**config.mk**
```make
export PLATFORM = sky130hd
export DESIGN_NAME = ram_bus_arbiter
export DESIGN_NICKNAME = d
export VERILOG_FILES = /design/src/rtl/ram_bus_arbiter.sv
export SDC_FILE = /design/constraint.sdc
export NUM_CORES = 1
export LEC_CHECK = 0
export CORE_MARGIN = 3
export CORE_UTILIZATION = 31
export DETAILED_ROUTE_END_ITERATION = 16
export MAX_ROUTING_LAYER = met4
export PLACE_DENSITY = 0.72
export SLEW_MARGIN = 20
export SYNTH_ARGS = -nofsm -noshare
export SYNTH_HDL_FRONTEND = slang
export SYNTH_SLANG_ARGS = --single-unit
```
**constraint.sdc**
```tcl
create_clock -name clk -period 2.12 [get_ports clk]
set_input_delay 0.318 -clock clk [delete_from_list [all_inputs] [get_ports clk]]
set_output_delay 0.318 -clock clk [all_outputs]
set_load 0.01 [all_outputs]
```
**src/rtl/ram_bus_arbiter.sv**
```systemverilog
// ram_bus_arbiter: shares one single-port RAM between the stack CPU (default owner) and an external master with burst limiting.
// Ports: clk/reset (sync, active-high); run_en user run switch; cpu_haltN stall to CPU;
//   cpu_* CPU RAM request and read data; ext_req/ext_* external beat request, grant, registered read return;
//   ram_* muxed RAM interface (asynchronous read, write on posedge when ram_readWriteN=0).
module ram_bus_arbiter #(
  parameter int AW = 8,
  parameter int DW = 8,
  parameter int MAX_BURST = 4,
  parameter int CPU_SLOT = 2
) (
  input  logic          clk,
  input  logic          reset,
  input  logic          run_en,
  output logic          cpu_haltN,
  input  logic          cpu_readWriteN,
  input  logic [AW-1:0] cpu_address,
  input  logic [DW-1:0] cpu_wdata,
  output logic [DW-1:0] cpu_rdata,
  input  logic          ext_req,
  input  logic          ext_readWriteN,
  input  logic [AW-1:0] ext_address,
  input  logic [DW-1:0] ext_wdata,
  output logic          ext_gnt,
  output logic          ext_rvalid,
  output logic [DW-1:0] ext_rdata,
  output logic          ram_readWriteN,
  output logic [AW-1:0] ram_address,
  output logic [DW-1:0] ram_wdata,
  input  logic [DW-1:0] ram_rdata
);
  typedef enum logic [1:0] {CPU_OWN, EXT_OWN, CPU_GUARD} state_t;
  state_t state, state_nx;
  logic [7:0] beat_cnt, beat_nx, slot_cnt, slot_nx;
  logic beat, limit_hit, slot_done;
  always_ff @(posedge clk) begin
    if (reset) begin
      state <= CPU_OWN;
      beat_cnt <= '0;
      slot_cnt <= '0;
    end else begin
      state <= state_nx;
      beat_cnt <= beat_nx;
      slot_cnt <= slot_nx;
    end
  end
  // The burst limit only applies while the CPU could actually use the freed slot.
  assign beat = ext_gnt & ext_req;
  assign limit_hit = beat & run_en & (MAX_BURST != 0) & (({1'b0, beat_cnt} + 9'd1) == 9'(MAX_BURST));
  assign slot_done = ({1'b0, slot_cnt} + 9'd1) == 9'(CPU_SLOT);
  // The guard always returns to CPU_OWN, so a waiting master sees one extra CPU cycle of grant latency.
  always_comb begin
    state_nx = state;
    beat_nx = beat_cnt;
    slot_nx = slot_cnt;
    unique case (state)
      CPU_OWN:
        if (ext_req) begin
          state_nx = EXT_OWN;
          beat_nx = '0;
        end
      EXT_OWN:
        if (limit_hit) begin
          state_nx = CPU_GUARD;
          slot_nx = '0;
        end else if (!ext_req) state_nx = CPU_OWN;
        else beat_nx = beat_cnt + {7'd0, beat_cnt != 8'hFF};
      CPU_GUARD:
        if (!run_en || slot_done) state_nx = CPU_OWN;
        else slot_nx = slot_cnt + {7'd0, slot_cnt != 8'hFF};
      default: state_nx = CPU_OWN;
    endcase
  end
  // Without a beat the external side is forced to read so an idle grant never writes.
  always_comb begin
    ext_gnt = state == EXT_OWN;
    cpu_haltN = run_en & ~ext_gnt & ~reset;
    ram_address = ext_gnt ? ext_address : cpu_address;
    ram_wdata = ext_gnt ? ext_wdata : cpu_wdata;
    ram_readWriteN = ext_gnt ? (~ext_req | ext_readWriteN) : cpu_readWriteN;
    cpu_rdata = ram_rdata;
  end
  always_ff @(posedge clk) begin
    if (reset) begin
      ext_rvalid <= 1'b0;
      ext_rdata <= '0;
    end else begin
      ext_rvalid <= beat & ext_readWriteN;
      if (beat & ext_readWriteN) ext_rdata <= ram_rdata;
    end
  end
endmodule

```
# Word level (Yosys, flattened, before mapping)
# Cells that the tools add are included.
# totals
register_bits	27
input_bits	46
output_inout_bits	36
word_cells	55
# classes
add_sub_neg	4
n_eq_ne	13
n_mux	15
bitwise	10
n_reduce_logical	8
# ops
cell	count
2-to-1 mux 8 bit	7
case mux 8 bit (2 select lines)	2
adder 8 x 1 -> 9 bit, second input constant	2
adder 8 x 1 -> 8 bit	2
inequality test 8 bit, second input constant	2
inequality test 2 bit, second input constant	5
== test 9 x 2 -> 1 bit, second input constant	1
== test 9 x 3 -> 1 bit, second input constant	1
2-to-1 mux 2 bit	4
AND 1 bit	6
case mux 2 bit (3 select lines)	1
AND reduction 3 bit	2
AND reduction 4 bit	1
nonzero test 2 bit	2
inequality test 3 x 2 -> 1 bit, second input constant	1
NOT 1 bit	3
== test 2 x 1 -> 1 bit, second input constant	1
== test 2 bit, second input constant	1
logical NOT 2 bit	1
inequality test 2 x 1 -> 1 bit, second input constant	1
logical NOT 1 bit	1
logical OR 1 bit	1
2-to-1 mux 1 bit	1
OR 1 bit	1

# Logic depth before layout (Yosys ltp)
# depth
depth_word	6
depth_mapped	8
depth_no_buf	8

# Worst setup path after synthesis
# Ideal clock, no wire load.
# synth_path
path_kind	register to register
start	register slot_cnt[4]
end	register slot_cnt[6]
setup_time_ns	0.084
arrival_time_ns	1.816
required_ns	2.036
path_slack_ns	0.219
stages_incl_launch_ff	9
path_buffers	0
synth_period_minus_slack_ns	1.901
path_cell_list	dfxtp_1 > nand2_1 > or3_1 > ha_1 > ha_1 > and4_2 > a31oi_1 > o211ai_1 > o31ai_2
# synth_via
elab_chain_cells	5
elab_cells_between_ends	9
classes_between	2 x add/sub; 3 x eq/ne; 2 x mux; 2 x reduce/logical
# synth_rtl
element	line_no	source
start: declaration	33	logic [7:0] beat_cnt, beat_nx, slot_cnt, slot_nx;
start signal: assignment	43	slot_cnt <= slot_nx;
adder 8 x 1 -> 9 bit	49	assign slot_done = ({1'b0, slot_cnt} + 9'd1) == 9'(CPU_SLOT);
== test 9 x 2 -> 1 bit	49	
logical OR 1 bit	68	if (!run_en || slot_done) state_nx = CPU_OWN;
inequality test 2 bit (no source line)	--	
AND reduction 3 bit (no source line)	--	
# Several ways; a longest one is shown, not always the timed one. The select of a mux whose other input is x is not followed.
# A chain may end at the register's enable or synchronous reset.

# Final worst setup path
# layout_path
start	register state[1]
end	output port ram_wdata[3]
# layout_via
elab_chain_cells	2
# layout_rtl
element	line_no	source
start: declaration	32	state_t state, state_nx;
start signal: assignment	41	state <= state_nx;
== test 2 x 1 -> 1 bit	75	ext_gnt = state == EXT_OWN;
2-to-1 mux 8 bit	78	ram_wdata = ext_gnt ? ext_wdata : cpu_wdata;
end: declaration	28	output logic [DW-1:0] ram_wdata,
# No other way between the ends.

==> summary.txt <==
Yosys
  – EDFF count, synth: 0
  – Gate Count Post-Synth: 192
  – Unique masters post-synth: 50
  – Register bit total from synthesis: 27
  – Top_reg_cell synth: dfxtp_1
  – Synth Cell Area: 1680 µm²
  – Async SR Flop Fraction: 0%
  – Syn avg cell area: 8.75 µm²
  – Warnings from Yosys: 0
  – Post-Syn Nets: 245
  – Sequential cell area fraction in the yosys report: 32.2%

Worst setup path
  – Largest delay share family, worst path: buffers and inverters
  – Crit Path Category: reg2out
  – Critical Path, Cell by Cell: inv_1, ha_4, buf_6, mux2_2, dlygate4sd2_1
  – Max FO, Critical Path: 9
  – Crit start category: flop
  – Crit-path max cell delay: 0.34 ns
  – Worst EP required: 1.80 ns
  – Slowest-stage cell, CP: mux2_2
  – Critical Path AT: 1.67 ns
  – Critical Path End Type: primary output
  – CP Buf/Inv Count: 3

Detailed routing
  – Via-to-Cell Ratio: 4.87
  – Met3 Wirelength: 110 µm
  – Drt drc: 0
  – Routed vias: 1698
  – Routed wire length: 4.82 mm
  – Top sig layer: met4
  – Antenna Nets Post-Route: 0
  – Drt pass-1 iters: 4
  – WL per Instance: 13.8 µm
  – Met2 WL post-DR: 2.69 mm
  – Wl on met1: 1.99 mm
  – Detailed Route Iter0 Violations: 61

Clock network
  – Clk sinks: 27
  – CTS Buffer Depth: 2
  – H-tree level count: 1
  – CTS Buf Count: 3
  – # hold bufs at CTS: 0
  – CTS tree: yes
  – Root buffer cell: clkbuf_8
  – Worst-Skew Late Latency: 0.28 ns
  – Clk slew on worst S/H paths: 0.10 ns
  – Post-CTS Repair Setup Buffers: 0

Floorplan
  – Initial Util: 32.5%
  – Die span in x: 79.6 µm
  – # IOs: 82
  – Die area: 6340 µm²
  – Core area: 5170 µm²
  – Cell Rows: 26
  – Die Y-Extent: 79.6 µm

STA
  – Achievable frequency: 502 MHz
  – Final setup viols: 0
  – Final Hold Viols: 0
  – Final Skew: 0.00863 ns
  – Tmin final: 1.99 ns
  – Fin Setup TNS: 0 ns
  – Final Cycle Share: 94.0%
  – Slew HR: 74.6%
  – RSZ-0062 raised after global routing: false
  – Worst Max-Slew Pin Slew: 0.379 ns
  – Final Max Tran Viols: 0

Run status
  – Status: finished clean

Cells and area
  – Fin cells: 349
  – Layout cells sized above 1: 19.4%
  – Multi-input gate area: 1040 µm²
  – Area Growth Syn to Fin: 59.5%
  – Post-layout util: 51.8%
  – N_diodes: 0
  – Seq. cell area: 543 µm²
  – Layout fillers: 477
  – Nets: 333

Global routing
  – Antenna violations before repair: 0
  – Gr usage total: 16.3%
  – Global-route wire length before repair: 8.10 mm
  – Largest net degree at the start of global routing: 17
  – Vias in the first global route: 1725
  – Grt ovf: 0

Pwr
  – Switch Pwr: 0.396 mW
  – P_int: 0.949 mW
  – Worst vdd ir: 0.000305 V
  – Sequential power share: 39.4%
  – Combinational power share: 38.4%
  – Power Dens Cells: 502 nW/µm²
  – Clock power share: 22.2%
  – Leak: 1.01 nW
  – Switching power share of the total: 29.4%

Placed design
  – Placed cells: 344
  – Post-DP HPWL: 3.88 mm
  – GPL Wtd Cong: 0.843
  – PortBufs: 81

Run
  – Max Cap Violations: 0

Min path
  – Tightest Hold Check Type: reg2reg
==> cell usage in the layout, fill, tap and decap left out, types with 4 or more instances in the layout <==
cell type        synthesis  layout
a21oi_1                 11      11
and3_1                   4       4
buf_4                    9      17
clkdlybuf4s50_1          0      63
dfxtp_1                 27      25
dlygate4sd2_1            0      18
ha_1                     7       5
inv_1                    6       6
mux2_2                  16      16
nand2_1                 26      26
nand3_1                  6       6
nand4_1                  6       6
nor2_1                  10      10
o211ai_1                 4       4
xor2_1                   5       5
==> metrics by stage <==
| step | power, mW | worst slack, ns | instance area (µm²) | hold slack (ns) |
|---|---|---|---|---|
| after global routing | 1.43 | 0.0223 | 2680 | 0.478 |
| final | 1.34 | 0.128 | 2680 | 0.459 |
| after global placement | 1.07 | 0.111 | 2610 | 0.441 |
| after detailed placement | 1.07 | 0.0501 | 2610 | 0.448 |
| after floorplan | 0.798 | 0.219 | 1680 | 0.387 |
| after CTS | 1.36 | 0.0229 | 2670 | 0.463 |
==> area by class of cell <==
type                    instances  area share [%]
inverters                       6           0.840
well taps                      70            3.27
clock buffers                   3            1.54
clock inverters                 1           0.280
repair buffers                100            35.0
flip-flops and latches         27            20.3
multi-input cells             142            38.8
==> final timing paths <==
path / startpoint / endpoint / slack, ns / cells after the start
worst min register to register: ext_rdata[5] / ext_rdata[5] / 0.46 / 2
worst min-delay path: ext_rdata[5] / ext_rdata[5] / 0.46 / 2
worst max register to register: state[1] / beat_cnt[2] / 0.14 / 8
worst max-delay path: state[1] / ram_wdata[3] / 0.13 / 5
==> flip-flops by register name (all words and copies together) (netlist names) <==
| name | count |
|---|---|
| ext_rvalid | 1 |
| slot_cnt | 8 |
| beat_cnt | 8 |
| state | 2 |
| ext_rdata | 8 |
==> power by group through the flow <==
| stage | combinational, mW | clock, mW | sequential (mW) |
|---|---|---|---|
| detailed placement | 0.531 | 0 | 0.540 |
| floorplan | 0.255 | 0 | 0.543 |
| global route | 0.561 | 0.336 | 0.533 |
| global placement | 0.528 | 0 | 0.541 |
| CTS | 0.517 | 0.312 | 0.531 |
| finish | 0.516 | 0.298 | 0.531 |
==> logic make-up (layout without fill, tap and decap cells) <==
kind of cell / after synthesis / after routing / share of synthesized area, %
xor gates and xnor gates: 5 / 5 / 2.61
muxes: 17 / 17 / 11.3
buffers and inverters: 23 / 110 / 7.30
AOI/OAI and AO/OA: 42 / 42 / 18.2
adders and majority gates: 7 / 7 / 5.21
and+or+nand+nor: 71 / 71 / 23.2
DFF: 27 / 27 / 32.2
==> synthesized netlist by cell type (3+ instances only) <==
| cell type | instances | share of area (%) |
|---|---|---|
| inv_1 | 6 | 1.3 |
| buf_4 | 9 | 4.0 |
| xor2_1 | 5 | 2.6 |
| and3_1 | 4 | 1.5 |
| mux2_2 | 16 | 11 |
| nand3_1 | 6 | 1.8 |
| ha_1 | 7 | 5.2 |
| nand4_1 | 6 | 2.2 |
| nand2_1 | 26 | 5.8 |
| clkbuf_1 | 4 | 0.89 |
| o21ai_0 | 3 | 0.89 |
| nor2_1 | 10 | 2.2 |
| dfxtp_1 | 27 | 32 |
| a21oi_1 | 11 | 3.3 |
| o31ai_2 | 3 | 2.2 |
| o211ai_1 | 4 | 1.8 |
==> routing by layer <==
metal / global-route usage [%] / up-vias
met1: 19.4 / 801
met4: 2.58 / 0
met5: - / -
met2: 29.0 / 22
met3: 2.71 / 4
li1: - / 871
==> tightest hold or removal path: cells and delay by family (launching register included) <==
| kind | cells | cell delay (ns) |
|---|---|---|
| DFF | 1 | 0.32 |
| and+or+nand+nor | 1 | 0.05 |
| AOI/OAI and AO/OA | 1 | 0.05 |
==> what timing repair did <==
| action | 4_1_cts | 5_1_grt |
|---|---|---|
| cloned | 1 | 0 |
| resized for setup | 23 | 4 |
| endpoints found under the setup margin | 18 | 2 |
Power figures use the tool's default switching activity.
